### src/rtl/add8_pkg.sv
// Shared constants and types for the 8-bit carry-lookahead adder.
package add8_pkg;

    localparam int unsigned ADD8_WIDTH = 8;
    localparam int unsigned ADD8_SLICE = 4;

    typedef logic [ADD8_WIDTH-1:0] add8_word_t;

endpackage

### src/rtl/cla4_slice.sv
// 4-bit carry-lookahead slice: two-level carry expansion from generate/propagate terms.
module cla4_slice
    import add8_pkg::*;
(
    input  logic [ADD8_SLICE-1:0] i_a,
    input  logic [ADD8_SLICE-1:0] i_b,
    input  logic                  i_ci,
    output logic [ADD8_SLICE-1:0] o_s,
    output logic                  o_co,
    output logic                  o_c3
);

    logic [ADD8_SLICE-1:0] w_g;
    logic [ADD8_SLICE-1:0] w_p;
    logic [ADD8_SLICE:0]   w_c;

    assign w_g = i_a & i_b;
    assign w_p = i_a ^ i_b;

    // Every carry is flattened to sum-of-products of g, p and ci (no rippling inside the slice).
    assign w_c[0] = i_ci;
    assign w_c[1] = w_g[0] | (w_p[0] & i_ci);
    assign w_c[2] = w_g[1] | (w_p[1] & w_g[0]) | (w_p[1] & w_p[0] & i_ci);
    assign w_c[3] = w_g[2] | (w_p[2] & w_g[1]) | (w_p[2] & w_p[1] & w_g[0])
                  | (w_p[2] & w_p[1] & w_p[0] & i_ci);
    assign w_c[4] = w_g[3] | (w_p[3] & w_g[2]) | (w_p[3] & w_p[2] & w_g[1])
                  | (w_p[3] & w_p[2] & w_p[1] & w_g[0])
                  | (w_p[3] & w_p[2] & w_p[1] & w_p[0] & i_ci);

    assign o_s  = w_p ^ w_c[ADD8_SLICE-1:0];
    assign o_co = w_c[4];
    assign o_c3 = w_c[3];

endmodule

### src/rtl/add8_unit.sv
// Adder built from chained CLA slices, with combinational outputs and a one-cycle registered copy.
module add8_unit
    import add8_pkg::*;
#(
    parameter int unsigned WIDTH = ADD8_WIDTH  // multiple of ADD8_SLICE
) (
    input  logic             i_clk,
    input  logic             i_rst,
    input  logic [WIDTH-1:0] i_a,
    input  logic [WIDTH-1:0] i_b,
    input  logic             i_cin,
    input  logic             i_in_valid,
    output logic [WIDTH-1:0] o_sum,
    output logic             o_cout,
    output logic             o_ovf,
    output logic [WIDTH-1:0] o_sum_q,
    output logic             o_cout_q,
    output logic             o_ovf_q,
    output logic             o_out_valid
);

    localparam int NumSlices = int'(WIDTH / ADD8_SLICE);

    logic [NumSlices:0] w_carry;
    logic               w_msb_c3;

    assign w_carry[0] = i_cin;

    // Slices are chained by ripple carry; lookahead only acts within each slice.
    for (genvar i = 0; i < NumSlices; i++) begin : g_slice
        logic w_c3;

        cla4_slice u_slice (
            .i_a  (i_a[i*ADD8_SLICE +: ADD8_SLICE]),
            .i_b  (i_b[i*ADD8_SLICE +: ADD8_SLICE]),
            .i_ci (w_carry[i]),
            .o_s  (o_sum[i*ADD8_SLICE +: ADD8_SLICE]),
            .o_co (w_carry[i+1]),
            .o_c3 (w_c3)
        );

        if (i == NumSlices - 1) begin : g_msb
            assign w_msb_c3 = w_c3;
        end else begin : g_inner
            logic w_unused_c3;
            assign w_unused_c3 = w_c3;
        end
    end

    assign o_cout = w_carry[NumSlices];
    assign o_ovf  = w_msb_c3 ^ w_carry[NumSlices];

    logic [WIDTH-1:0] r_sum_q;
    logic             r_cout_q;
    logic             r_ovf_q;
    logic             r_out_valid;

    always_ff @(posedge i_clk) begin
        if (i_rst) begin
            r_sum_q     <= '0;
            r_cout_q    <= 1'b0;
            r_ovf_q     <= 1'b0;
            r_out_valid <= 1'b0;
        end else begin
            r_out_valid <= i_in_valid;
            if (i_in_valid) begin
                r_sum_q  <= o_sum;
                r_cout_q <= o_cout;
                r_ovf_q  <= o_ovf;
            end
        end
    end

    assign o_sum_q     = r_sum_q;
    assign o_cout_q    = r_cout_q;
    assign o_ovf_q     = r_ovf_q;
    assign o_out_valid = r_out_valid;

endmodule

### config.mk
export PLATFORM = sky130hd
export DESIGN_NAME = add8_unit
export DESIGN_NICKNAME = d
export VERILOG_FILES = /design/src/rtl/add8_pkg.sv /design/src/rtl/cla4_slice.sv /design/src/rtl/add8_unit.sv
export SDC_FILE = /design/constraint.sdc
export NUM_CORES = 1
export LEC_CHECK = 0
export BUFFER_PORTS_ARGS = -buffer_cell sky130_fd_sc_hd__buf_2
export CAP_MARGIN = 20
export CORE_MARGIN = 3
export CORE_UTILIZATION = 45
export DETAILED_ROUTE_END_ITERATION = 6
export PLACE_DENSITY = 0.78
export SKIP_CTS_REPAIR_TIMING = 1
export SKIP_LAST_GASP = 1
export SYNTH_ARGS = -nofsm -noshare
export SYNTH_HDL_FRONTEND = slang
export SYNTH_SLANG_ARGS = --single-unit
### constraint.sdc
create_clock -name i_clk -period 2.7 [get_ports i_clk]
set_clock_uncertainty 0.2 [all_clocks]
set_input_delay 0.405 -clock i_clk [delete_from_list [all_inputs] [get_ports i_clk]]
set_output_delay 0.405 -clock i_clk [all_outputs]
set_load 0.01 [all_outputs]
; ---- After elaboration in Yosys (flattened, before gate mapping)
; Cells that the tools add are included.
[classes]
n_bitwise = 59
[op_table]
columns = op, count
row1 = bitwise AND 1 bit, 32
row2 = OR 1 bit, 20
row3 = XOR 4 bit, 4
row4 = bitwise AND 4 bit, 2
row5 = XOR 1 bit, 1
[totals]
regBits = 11
in_bits = 20
output_inout_bits = 21
wordCells = 63

; ---- Longest topological paths before layout
[depth]
ltp_word = 9
ltp_mapped = 8
depth_no_buf = 8

; ---- Cells and area by module
; From an unflattened synthesis, not the netlist that was laid out.
[unflattened]
cells_unflattened = 72
hier_area_um2 = 700.7
[modules_own_cells]
columns = module, instances, cells_per_inst, area_each_um2, seq_area_each_um2
row1 = add8_unit, 1, 36, 390.4, 220.2
row2 = cla4_slice, 2, 18, 155.1, 0.0

; ---- Worst setup path before layout
; No wires, ideal clock.
[synth_timing]
kind = input to output
from = input i_a[3]
to = output o_sum[5]
arrival_ps = 2034
required_ps = 2095
setup_slack_ps = 61
stages = 6
path_buffers = 0
path_cell_list = ha_1 and3_4 a221oi_4 inv_1 fa_1 xor2_1
[synth_via]
elab_chain_cells = 9
word_cells_on_any_way = 16
cone_classes = bitwise: 16
[synth_lines]
columns = element, line
row1 = "start, declared", add8_unit.sv:9  ; input logic [WIDTH-1:0] i_a,
row2 = XOR 4 bit, cla4_slice.sv:18  ; assign w_p = i_a ^ i_b;
row3 = "bitwise AND 1 bit, on equally long branches", "cla4_slice.sv:26, cla4_slice.sv:27, cla4_slice.sv:28"
row4 = OR 1 bit (tied with other cells) (2 in series), cla4_slice.sv:26  ; assign w_c[4] = w_g[3] | (w_p[3] & w_g[2]) | (w_p[3] & w_p[2] & w_g[1])
row5 = OR 1 bit / bitwise AND 1 bit (equally long branches), "cla4_slice.sv:27, cla4_slice.sv:28"
row6 = OR 1 bit *, cla4_slice.sv:28  ; | (w_p[3] & w_p[2] & w_p[1] & w_p[0] & i_ci);
row7 = bitwise AND 1 bit *, cla4_slice.sv:22  ; assign w_c[1] = w_g[0] | (w_p[0] & i_ci);
row8 = OR 1 bit *, cla4_slice.sv:22
row9 = XOR 4 bit *, cla4_slice.sv:30  ; assign o_s = w_p ^ w_c[ADD8_SLICE-1:0];
row10 = "end, declared", add8_unit.sv:13  ; output logic [WIDTH-1:0] o_sum,
; Mark *: on every way between the ends. The rest lies on a longest branch, timed or not.

; ---- Worst setup path in the final report
[layout_timing]
from = input i_b[0]
to = output o_sum[5]
[layout_via]
elab_chain_cells = 7
word_cells_on_any_way = 10
cone_classes = bitwise: 10
[layout_lines]
columns = element, line
row1 = "start, declared", add8_unit.sv:10  ; input logic [WIDTH-1:0] i_b,
row2 = bitwise AND 4 bit / XOR 4 bit (equally long branches), "cla4_slice.sv:17, cla4_slice.sv:18"
row3 = "bitwise AND 1 bit, on equally long branches", "cla4_slice.sv:27, cla4_slice.sv:28"
row4 = OR 1 bit / bitwise AND 1 bit (equally long branches), "cla4_slice.sv:27, cla4_slice.sv:28"
row5 = OR 1 bit *, cla4_slice.sv:28
row6 = bitwise AND 1 bit *, cla4_slice.sv:22
row7 = OR 1 bit *, cla4_slice.sv:22
row8 = XOR 4 bit *, cla4_slice.sv:30
; Marked as above.

==> flow_summary.toml <==
[run_status]
status = "complete, no violations"

[power]
p_sw_mw = 0.195
ir_worst_vdd_mv = 0.375
fin_total_pwr_mw = 0.546
switching_share_pct = 35.6
pwr_density_cell_nw_per_um2 = 454
power_leakage_nw = 0.603
power_frac_comb_pct = 44.4
internal-power_mw = 0.351
p_clk_share_pct = 21.9
seqPwrFrac_pct = 33.7

[clock_tree]
cts_buffer_depth = 2
cts_max_level = 1
path_clk_slew_ns = 0.08
numCtsBuffers = 3
tritoncts = "yes"
clockRootBuffer = "clkbuf_4"
clock_sinks = 11
clock_latency_ns = 0.27

[floorplan]
io_pins = 41
die_height_um = 49.9
placementRows = 15
core_region_area_um2 = 1760
die_w_um = 49.9
start_util_pct = 49.1
die_area_um2 = 2490

[logic_synthesis]
synth_edf_count = 0
synth_cell_types = 39
yosys_warnings = 0
synthTopCellsByCount = "dfxtp_1 (11), ha_1 (8), inv_1 (8), nor2_1 (8), a21oi_1 (5)"
syn_inst = 96
synth-compound-area-share_pct = 27.0
synth_top_area_share_pct = 25.4
synth_top_family_by_area = "compound AO/OA/AOI/OAI gates"
post_synth_and_or_nand_nor_area_fraction_pct = 18.6
yosysTopAreaCell = "dfxtp_1"
synthAdderAreaFrac_pct = 16.2
synth_mux_area_share_pct = 3.46
syn_nets = 126
synth_xor_area_share_pct = 4.04
avgSynthCellArea_um2 = 9.03
syn_area_um2 = 867
yosysMostFrequentCell = "dfxtp_1"
yosys-top-cells-area = "dfxtp_1 (25%), ha_1 (12%), fa_1 (4.6%)"
ys_seq_area_share_pct = 25.4
synth_seq_cells = 11
ys.flop_type = "dfxtp_1"
async_reset_ff_share_pct = 0

[final_layout]
syn_to_final_growth_pct = 38.7
diodes = 0
layout-drive-gt1-share_pct = 42.1
nNetsFinal = 171
final_util_pct = 68.2

[global_routing]
antenna_found_initial = 0
grt.busiest_layer = "met2"
grt_pass1_wl_mm = 3.35
globalRouteOverflowTotal = 0
grt_usage_pct = 17.0
grt_pass1_vias = 825
grt_util_met3_pct = 5.44
grt_max_degree = 20
use_met1_pct = 19.8
met2_usage_pct = 28.6

[setup_path]
critPathKind = "in2out"
worstSetupStartpointType = "input pin"
critPathMaxFanout = 3
r2r_cells = 3
worstPathArrival_ns = 2.02
required_ns = 2.10
end_kind = "primary output"

[route]
drtIter0Drc = 19
vias_per_cell = 5.25
wire_per_inst_um = 12.1
remaining_drc_errors = 0
final_antenna_net_count = 0
num_vias = 867
wirelength_mm = 2.00
drtPass1Iterations = 6

[sta]
setup_viol = 0
worst_pin_slew_ns = 0.335
clock.fmax_ghz = 0.382
period_share_pct = 97.1
slew_headroom_pct = 77.6
min_period_ns = 2.62
setup_ws_ns = 0.0792
rsz0062_at_grt = "true"
finalSetupTns_ns = 0
hold_viol_final = 0
drv_slew = 0

[placement]
place_hpwl_mm = 1.58
port_buffers = 40
pre_cts_slack_ns = -0.0462
place.gp.congestion = 0.704

[hold_path]
hold_path.class = "in2reg"
holdPathStages = 2

[run]
max_cap_viol_count = 0
worst max-delay path: stages:
cell and delay (ns):
buf_8 0.10, ha_4 0.22, a21o_1 0.22, a221oi_4 0.31
inv_2 0.06, fa_2 0.37, xor2_2 0.16, buf_2 0.16
power by group through the flow:
stage | logic [mW] | registers (mW) | clock network, mW
after CTS | 0.231 | 0.184 | 0.123
final | 0.242 | 0.184 | 0.120
after floorplan | 0.138 | 0.196 | 0
after detailed placement | 0.230 | 0.188 | 0
after global placement | 0.225 | 0.188 | 0
after global routing | 0.271 | 0.186 | 0.131
per-stage QoR:
| stage | area (µm²) | instances | hold WS, ns |
|---|---|---|---|
| after CTS | 1140 | 165 | 0.250 |
| final | 1200 | 165 | 0.254 |
| after detailed placement | 1110 | 161 | 0.258 |
| after floorplan | 867 | 96 | 0.294 |
| after global placement | 1110 | 161 | 0.258 |
| after global routing | 1200 | 165 | 0.264 |
kinds of logic after synthesis:
family,count (synthesis)
adder cells (fa/ha/maj),10
XOR/XNOR,4
multiplexers,3
buffers and inverters,12
AND/OR/NAND/NOR,29
flip-flops,11
AO/OA/AOI/OAI,27
cell type report:
cell class                      count  area [µm²]
Clock buffer                        4        26.3
Multi-Input combinational cell     73         648
Tap cell                           25        31.3
Sequential cell                    11         220
Inverter                            8        30.0
Timing Repair Buffer               44         246
Fill cell                         161         562
layer usage:
layer	up-vias	share of wire, %
li1	437	-
met1	385	42
met2	39	48
met3	6	8.1
met4	0	1.9
met5	-	0
worst paths after layout:
kind / startpoint / to / slack, ns
worst max-delay path: i_b[0] / o_sum[5] / 0.08
worst min-delay path: i_rst / o_sum_q[4]$_SDFFE_PP0P_ / 0.25
worst max register to register: o_cout_q$_SDFFE_PP0P_ / o_cout_q$_SDFFE_PP0P_ / 1.60
worst min register to register: o_sum_q[2]$_SDFFE_PP0P_ / o_sum_q[2]$_SDFFE_PP0P_ / 0.27
registers in the layout (all words and copies together) (netlist names):
| register | cells |
|---|---|
| o_cout_q | 1 |
| o_sum_q | 8 |
| o_ovf_q | 1 |
| o_out_valid | 1 |
cell usage in the layout, fill, tap and decap left out, drive strengths merged, types with 3 or more instances in the layout:
cell,netlist,final
dfxtp,11,11
ha,8,8
nand2,3,3
buf,2,44
nor2,8,8
inv,8,8
a21o,3,3
a21oi,5,5
nand2b,4,4
a211o,4,4
clkbuf,2,4
mux2i,3,3
Note: power is estimated with default switching activity, not from simulation.
